===== src/rtl/multicycle_control_pkg.sv =====
// Shared definitions for the multicycle MIPS-subset main control FSM.
// Holds opcode values, ALUOp codes, datapath select codes and the state
// encoding. The state encoding is visible on state_o, so it is fixed here.
package multicycle_control_pkg;

  // instruction[31:26] values understood by the control FSM
  localparam logic [5:0] OP_RTYPE = 6'b000000;
  localparam logic [5:0] OP_LW    = 6'b100011;
  localparam logic [5:0] OP_SW    = 6'b101011;
  localparam logic [5:0] OP_BEQ   = 6'b000100;
  localparam logic [5:0] OP_ADDI  = 6'b001000;
  localparam logic [5:0] OP_J     = 6'b000010;

  // ALUOp codes sent to the ALU control block
  localparam logic [2:0] ALUOP_FUNCT = 3'b000;
  localparam logic [2:0] ALUOP_ADD   = 3'b001;
  localparam logic [2:0] ALUOP_SUB   = 3'b010;

  // ALU B operand select
  localparam logic [1:0] ALUSRCB_RT    = 2'b00;
  localparam logic [1:0] ALUSRCB_FOUR  = 2'b01;
  localparam logic [1:0] ALUSRCB_IMM   = 2'b10;
  localparam logic [1:0] ALUSRCB_IMMSH = 2'b11;

  // PC source select
  localparam logic [1:0] PCSRC_ALU    = 2'b00;
  localparam logic [1:0] PCSRC_ALUOUT = 2'b01;
  localparam logic [1:0] PCSRC_JUMP   = 2'b10;

  typedef enum logic [3:0] {
    S_IDLE    = 4'd0,
    S_FETCH   = 4'd1,
    S_DECODE  = 4'd2,
    S_MEMADR  = 4'd3,
    S_MEMRD   = 4'd4,
    S_MEMWB   = 4'd5,
    S_MEMWR   = 4'd6,
    S_EXEC    = 4'd7,
    S_RTYPEWB = 4'd8,
    S_BRANCH  = 4'd9,
    S_ADDIEX  = 4'd10,
    S_ADDIWB  = 4'd11,
    S_JUMP    = 4'd12,
    S_TRAP    = 4'd13
  } state_t;

endpackage


===== src/rtl/mem_wait_timer.sv =====
// Memory wait counter for the multicycle control FSM.
// Ports:
//   clk, reset : clock, asynchronous active-high reset
//   clear      : state is changing this cycle; counter returns to 0
//   inc        : FSM is in a memory state and mem_ready is low
//   timeout    : this waiting cycle is the TIMEOUT-th one in a row
// timeout is combinational so the FSM can branch to TRAP on the same edge
// that would otherwise have made the counter reach TIMEOUT.
module mem_wait_timer #(
  parameter int TIMEOUT = 15
) (
  input  logic clk,
  input  logic reset,
  input  logic clear,
  input  logic inc,
  output logic timeout
);

  localparam logic [7:0] LIMIT = 8'(TIMEOUT - 1);

  logic [7:0] count;

  always_ff @(posedge clk or posedge reset) begin
    if (reset) begin
      count <= 8'd0;
    end else if (clear) begin
      count <= 8'd0;
    end else if (inc) begin
      count <= count + 8'd1;
    end
  end

  // count holds the waiting cycles already completed; this cycle is the last
  // allowed one when it equals TIMEOUT-1. A mem_ready in this cycle drops inc,
  // so a completing access always wins over the timeout.
  assign timeout = inc && (count == LIMIT);

endmodule


===== src/rtl/multicycle_control.sv =====
// Moore main control FSM for the multicycle MIPS-subset datapath.
// Sequences fetch/decode/execute/memory/writeback for R-type, lw, sw, beq,
// addi and j, drives every datapath select and write enable, and traps on
// illegal opcodes or a memory access that exceeds TIMEOUT waiting cycles.
// Ports:
//   clk, reset        : clock, asynchronous active-high reset
//   opcode            : IR[31:26], looked at in DECODE and MEMADR only
//   mem_ready         : memory handshake (see below)
//   PCWrite..PCSource : datapath controls
//   error             : high while in TRAP (held until reset)
//   state_o           : current state encoding
// Handshake: MemRead/MemWrite are held as a request for as long as the FSM
// sits in FETCH, MEMRD or MEMWR; the access completes in the cycle where
// mem_ready is 1, and the FSM leaves the state on the following edge.
module multicycle_control
  import multicycle_control_pkg::*;
#(
  parameter int TIMEOUT = 15
) (
  input  logic       clk,
  input  logic       reset,
  input  logic [5:0] opcode,
  input  logic       mem_ready,
  output logic       PCWrite,
  output logic       PCWriteCond,
  output logic       IorD,
  output logic       MemRead,
  output logic       MemWrite,
  output logic       IRWrite,
  output logic       MemtoReg,
  output logic       RegDst,
  output logic       RegWrite,
  output logic       ALUSrcA,
  output logic [1:0] ALUSrcB,
  output logic [2:0] ALUOp,
  output logic [1:0] PCSource,
  output logic       error,
  output logic [3:0] state_o
);

  state_t state, state_next;
  logic   waiting;
  logic   timeout;

  assign waiting = ((state == S_FETCH) || (state == S_MEMRD) || (state == S_MEMWR))
                   && !mem_ready;

  mem_wait_timer #(.TIMEOUT(TIMEOUT)) u_timer (
    .clk     (clk),
    .reset   (reset),
    .clear   (state_next != state),
    .inc     (waiting),
    .timeout (timeout)
  );

  always_ff @(posedge clk or posedge reset) begin
    if (reset) state <= S_IDLE;
    else       state <= state_next;
  end

  always_comb begin
    state_next = state;
    case (state)
      S_IDLE:   state_next = S_FETCH;
      S_FETCH:  if (mem_ready) state_next = S_DECODE;
                else if (timeout) state_next = S_TRAP;
      S_DECODE: begin
        case (opcode)
          OP_RTYPE:     state_next = S_EXEC;
          OP_LW, OP_SW: state_next = S_MEMADR;
          OP_BEQ:       state_next = S_BRANCH;
          OP_ADDI:      state_next = S_ADDIEX;
          OP_J:         state_next = S_JUMP;
          default:      state_next = S_TRAP;
        endcase
      end
      // Only lw/sw reach MEMADR and the IR is stable, so sw vs. not-sw suffices.
      S_MEMADR: state_next = (opcode == OP_SW) ? S_MEMWR : S_MEMRD;
      S_MEMRD:  if (mem_ready) state_next = S_MEMWB;
                else if (timeout) state_next = S_TRAP;
      S_MEMWR:  if (mem_ready) state_next = S_FETCH;
                else if (timeout) state_next = S_TRAP;
      S_EXEC:   state_next = S_RTYPEWB;
      S_ADDIEX: state_next = S_ADDIWB;
      S_MEMWB, S_RTYPEWB, S_BRANCH, S_ADDIWB, S_JUMP: state_next = S_FETCH;
      S_TRAP:   state_next = S_TRAP;
      default:  state_next = S_TRAP;
    endcase
  end

  always_comb begin
    PCWrite     = 1'b0;
    PCWriteCond = 1'b0;
    IorD        = 1'b0;
    MemRead     = 1'b0;
    MemWrite    = 1'b0;
    IRWrite     = 1'b0;
    MemtoReg    = 1'b0;
    RegDst      = 1'b0;
    RegWrite    = 1'b0;
    ALUSrcA     = 1'b0;
    ALUSrcB     = ALUSRCB_RT;
    ALUOp       = ALUOP_FUNCT;
    PCSource    = PCSRC_ALU;
    case (state)
      S_FETCH: begin
        MemRead = 1'b1;
        ALUSrcB = ALUSRCB_FOUR;
        ALUOp   = ALUOP_ADD;
        // PC+4 and the IR load only commit once the fetch has completed.
        IRWrite = mem_ready;
        PCWrite = mem_ready;
      end
      S_DECODE: begin
        ALUSrcB = ALUSRCB_IMMSH;
        ALUOp   = ALUOP_ADD;
      end
      S_MEMADR, S_ADDIEX: begin
        ALUSrcA = 1'b1;
        ALUSrcB = ALUSRCB_IMM;
        ALUOp   = ALUOP_ADD;
      end
      S_MEMRD: begin
        MemRead = 1'b1;
        IorD    = 1'b1;
      end
      S_MEMWB: begin
        RegWrite = 1'b1;
        MemtoReg = 1'b1;
      end
      S_MEMWR: begin
        MemWrite = 1'b1;
        IorD     = 1'b1;
      end
      S_EXEC: begin
        ALUSrcA = 1'b1;
        ALUOp   = ALUOP_FUNCT;
      end
      S_RTYPEWB: begin
        RegWrite = 1'b1;
        RegDst   = 1'b1;
      end
      S_BRANCH: begin
        ALUSrcA     = 1'b1;
        ALUOp       = ALUOP_SUB;
        PCWriteCond = 1'b1;
        PCSource    = PCSRC_ALUOUT;
      end
      S_ADDIWB: RegWrite = 1'b1;
      S_JUMP: begin
        PCWrite  = 1'b1;
        PCSource = PCSRC_JUMP;
      end
      default: ;
    endcase
  end

  // TRAP is only left through reset, so error is sticky without extra state.
  assign error   = (state == S_TRAP);
  assign state_o = state;

endmodule


===== config.mk =====
export PLATFORM = sky130hd
export DESIGN_NAME = multicycle_control
export DESIGN_NICKNAME = d
export VERILOG_FILES = /design/src/rtl/multicycle_control_pkg.sv /design/src/rtl/mem_wait_timer.sv /design/src/rtl/multicycle_control.sv
export SDC_FILE = /design/constraint.sdc
export NUM_CORES = 1
export LEC_CHECK = 0
export ABC_AREA = 0
export BUFFER_PORTS_ARGS = -buffer_cell sky130_fd_sc_hd__buf_2
export CAP_MARGIN = 15
export CORE_ASPECT_RATIO = 0.8
export CORE_MARGIN = 4
export CORE_UTILIZATION = 45
export DETAILED_ROUTE_END_ITERATION = 16
export GPL_TIMING_DRIVEN = 0
export PLACE_DENSITY = 0.71
export REMOVE_ABC_BUFFERS = 1
export SYNTH_ARGS = -nofsm -noshare
export SYNTH_HDL_FRONTEND = slang
export SYNTH_SLANG_ARGS = --single-unit

===== constraint.sdc =====
create_clock -name clk -period 3.8 [get_ports clk]
set_input_delay 0.38 -clock clk [delete_from_list [all_inputs] [get_ports clk]]
set_output_delay 0.38 -clock clk [all_outputs]
set_load 0.02 [all_outputs]

==> flow_metrics.py <==
metrics = {
    "routing": {
        "via_count": 1096,
        "routed_wire_length_per_instance_um": 14.5,
        "postRouteWirelength_mm": 2.73,
        "drtIter0Drc": 106,
        "count_of_unresolved_drc_violations_after_routing": 0,
        "post_drt_via_cell_ratio": 5.80,
        "drt_pre_antenna_iters": 4,
        "drtAntennaViolNets": 0,
    },
    "cells_and_area": {
        "multiInputGateArea_um2": 721,
        "post_route_cells_drive_above_1_share_pct": 25.0,
        "final_util_pct": 56.1,
        "finish.net_count": 176,
        "sequential_cell_area_um2": 300,
        "insertedDiodeCount": 0,
        "area_delta_synth_final_pct": 14.1,
        "post-route-cell-area_um2": 1250,
        "non_filler_instance_count_after_layout": 189,
        "nFillCells": 210,
    },
    "die": {
        "die_area_um2": 3300,
        "core_area_um2": 2230,
        "die_y_um": 52.2,
        "io_pins": 31,
        "num_rows": 15,
        "die_width_um": 63.2,
        "initial_utilization_pct": 49.1,
    },
    "timing": {
        "final_number_of_max_transition_violations": 0,
        "final-setup-viol-count": 0,
        "worst-slew-pin-transition_ns": 0.759,
        "fmaxAchievable_mhz": 315,
        "slew_headroom_pct": 49.4,
        "setup_tns_ns": 0,
        "unrepaired_setup_endpoints_after_global_routing": "no",
        "final_hold_viol_count": 0,
        "timing.final.crit_share_pct": 83.5,
        "setup_slack_ns": 0.626,
        "fin_hold_ws_ns": 0.0935,
        "period_needed_ns": 3.17,
        "timing.clock.skew_ns": 0.00644,
    },
    "synth": {
        "seq_area_frac_synth_pct": 27.4,
        "synth_cell_type_count": 42,
        "synthesis.area_per_instance_um2": 7.73,
        "synth-edff-count": 0,
        "yosys_warnings": 0,
        "synth.ff_latch_count": 12,
        "netlist_area_um2": 1100,
        "ys_async_sr_fraction_pct": 100,
        "ys_dominant_reg_cell": "sky130_fd_sc_hd__dfrtp_1",
        "netlist_instances": 142,
    },
    "setup_path": {
        "rr_endpoint": "u_timer.count[5]$_DFFE_PP0P_",
        "worst_r2r_path_cells": 6,
        "setup.worst_path.start_class": "flop",
        "crit_arrival_ns": 2.79,
        "worstSetupEndpointType": "output pin",
        "critical_path.reg2reg.startpoint": "state_o[1]$_DFF_PP0_",
        "criticalPathCategory": "flop to output pin",
        "required_time_of_the_worst_setup_path_ns": 3.42,
        "worst-r2r-setup-slack_ns": 1.29,
        "timing.critical_path.fanout_max": 20,
    },
    "clock_network": {
        "insertion_delay_ns": 0.27,
        "clkSlewWorstSetupHoldPaths_ns": 0.07,
        "tritoncts": "done",
        "cts.repair_timing.setup_buffer_count": 0,
        "cts_buffers": 3,
        "cts_resized": 0,
        "clockBufferDepth": 2,
        "cts.sinks": 12,
        "cts_h_tree_lvls": 1,
        "cts.root.buffer_cell": "sky130_fd_sc_hd__clkbuf_4",
        "postCtsHoldBufs": 0,
    },
    "global_route": {
        "grt_antenna_before_repair": 0,
        "grt_overflow_total": 0,
        "largest_net_degree_at_the_start_of_global_routing": 25,
        "grt_pass1_vias": 975,
        "grt_first_pass_wirelength_mm": 4.52,
        "globalRouteTotalUtil_pct": 17.2,
    },
    "outcome": {
        "status": "completed",
    },
    "placement": {
        "pre_cts_ws_ns": 0.941,
        "placed_area_um2": 1220,
        "hpwlAfterDp_mm": 1.96,
        "buffer_ports.inserted": 29,
        "placed_cells": 185,
        "final_wtd_congestion": 0.839,
    },
    "worst_hold_path": {
        "hold_path_class": "input port to asynchronous set/reset pin",
    },
    "power": {
        "power_density_over_the_cells_nw_per_um2": 195,
        "vdd.ir_drop.worst_mv": 0.169,
        "power_leakage_nw": 0.602,
        "pwr_total_mw": 0.244,
    },
    "flow_run": {
        "timing.max_cap.violations": 0,
    },
}
## worst max-delay path by stage
stage                         startpoint    end  slack, ns  cells past startpoint
finish              state_o[1]$_DFF_PP0_  error       0.63                      7
global route        state_o[1]$_DFF_PP0_  error       0.36                      7
detailed placement  state_o[1]$_DFF_PP0_  error       0.94                      7
global placement    state_o[1]$_DFF_PP0_  error       1.02                      7
CTS                 state_o[1]$_DFF_PP0_  error       0.63                      7
floorplan           state_o[0]$_DFF_PP0_  error       1.17                      6
## power breakdown
group | total [mW] | internal (mW) | switching [mW] | leakage [nW]
combinational | 0.0165 | 0.00593 | 0.0106 | 0.428
clock | 0.0997 | 0.0583 | 0.0414 | 0.0210
sequential | 0.128 | 0.128 | 0 | 0.152
total | 0.244 | 0.192 | 0.0520 | 0.602
## layer usage
layer | track usage [%] | vias to the layer above | share of wire, %
met4 | 2.15 | 0 | 0
li1 | - | 545 | -
met1 | 23.6 | 493 | 45
met3 | 5.18 | 0 | 9.9
met2 | 27.5 | 58 | 45
met5 | 0 | - | 0
## final cells by class
cell class	instances	area share (%)
Inverter	5	1.50
Sequential cell	12	24.0
Timing Repair Buffer	29	11.6
Multi-Input combinational cell	114	57.5
Tap cell	25	2.50
Clock buffer	4	2.90
## cell usage after synthesis, types with 4 or more instances
master | number | share of area, %
sky130_fd_sc_hd__nand2b_1 | 4 | 2.3
sky130_fd_sc_hd__buf_2 | 4 | 1.8
sky130_fd_sc_hd__dfrtp_1 | 12 | 27
sky130_fd_sc_hd__nor3_1 | 14 | 6.4
sky130_fd_sc_hd__nand4_1 | 4 | 2.3
sky130_fd_sc_hd__nor2b_1 | 4 | 2.3
sky130_fd_sc_hd__inv_1 | 5 | 1.7
sky130_fd_sc_hd__nor2_1 | 17 | 5.8
sky130_fd_sc_hd__nand2_1 | 10 | 3.4
sky130_fd_sc_hd__o21ai_0 | 7 | 3.2
sky130_fd_sc_hd__xor2_1 | 7 | 5.6
sky130_fd_sc_hd__a21oi_1 | 7 | 3.2
## sequential cells by signal, indices dropped and copies added, names as in the netlist
register and cells:
state_o 4, u_timer.count 8
## critical path: stages (launching register included)
cell and delay, ns:
sky130_fd_sc_hd__dfrtp_1 0.77, sky130_fd_sc_hd__nand2b_1 0.32, sky130_fd_sc_hd__a211oi_1 0.28, sky130_fd_sc_hd__a31oi_1 0.07
sky130_fd_sc_hd__o22ai_2 0.23, sky130_fd_sc_hd__mux2i_2 0.55, sky130_fd_sc_hd__nor3_1 0.10, sky130_fd_sc_hd__buf_2 0.19
## cell usage in the layout (no fill, tap or decap), drive strengths merged, types with 5 or more instances in the layout
cell type / count
nor3: 14
buf: 29
xor2: 7
a21oi: 7
nand2b: 5
dfrtp: 12
nor2: 17
inv: 5
nand2: 10
o21ai: 7
## cell families after synthesis
logic type               synth area share (%)
AND/OR/NAND/NOR                          31.7
AO/OA/AOI/OAI                            19.2
buffers and inverters                    6.96
flip-flops                               27.4
XOR/XNOR                                 7.98
multiplexers                             4.22
adder cells (fa/ha/maj)                  2.28
other                                   0.342
No activity file was read; power rests on OpenSTA's default activity.
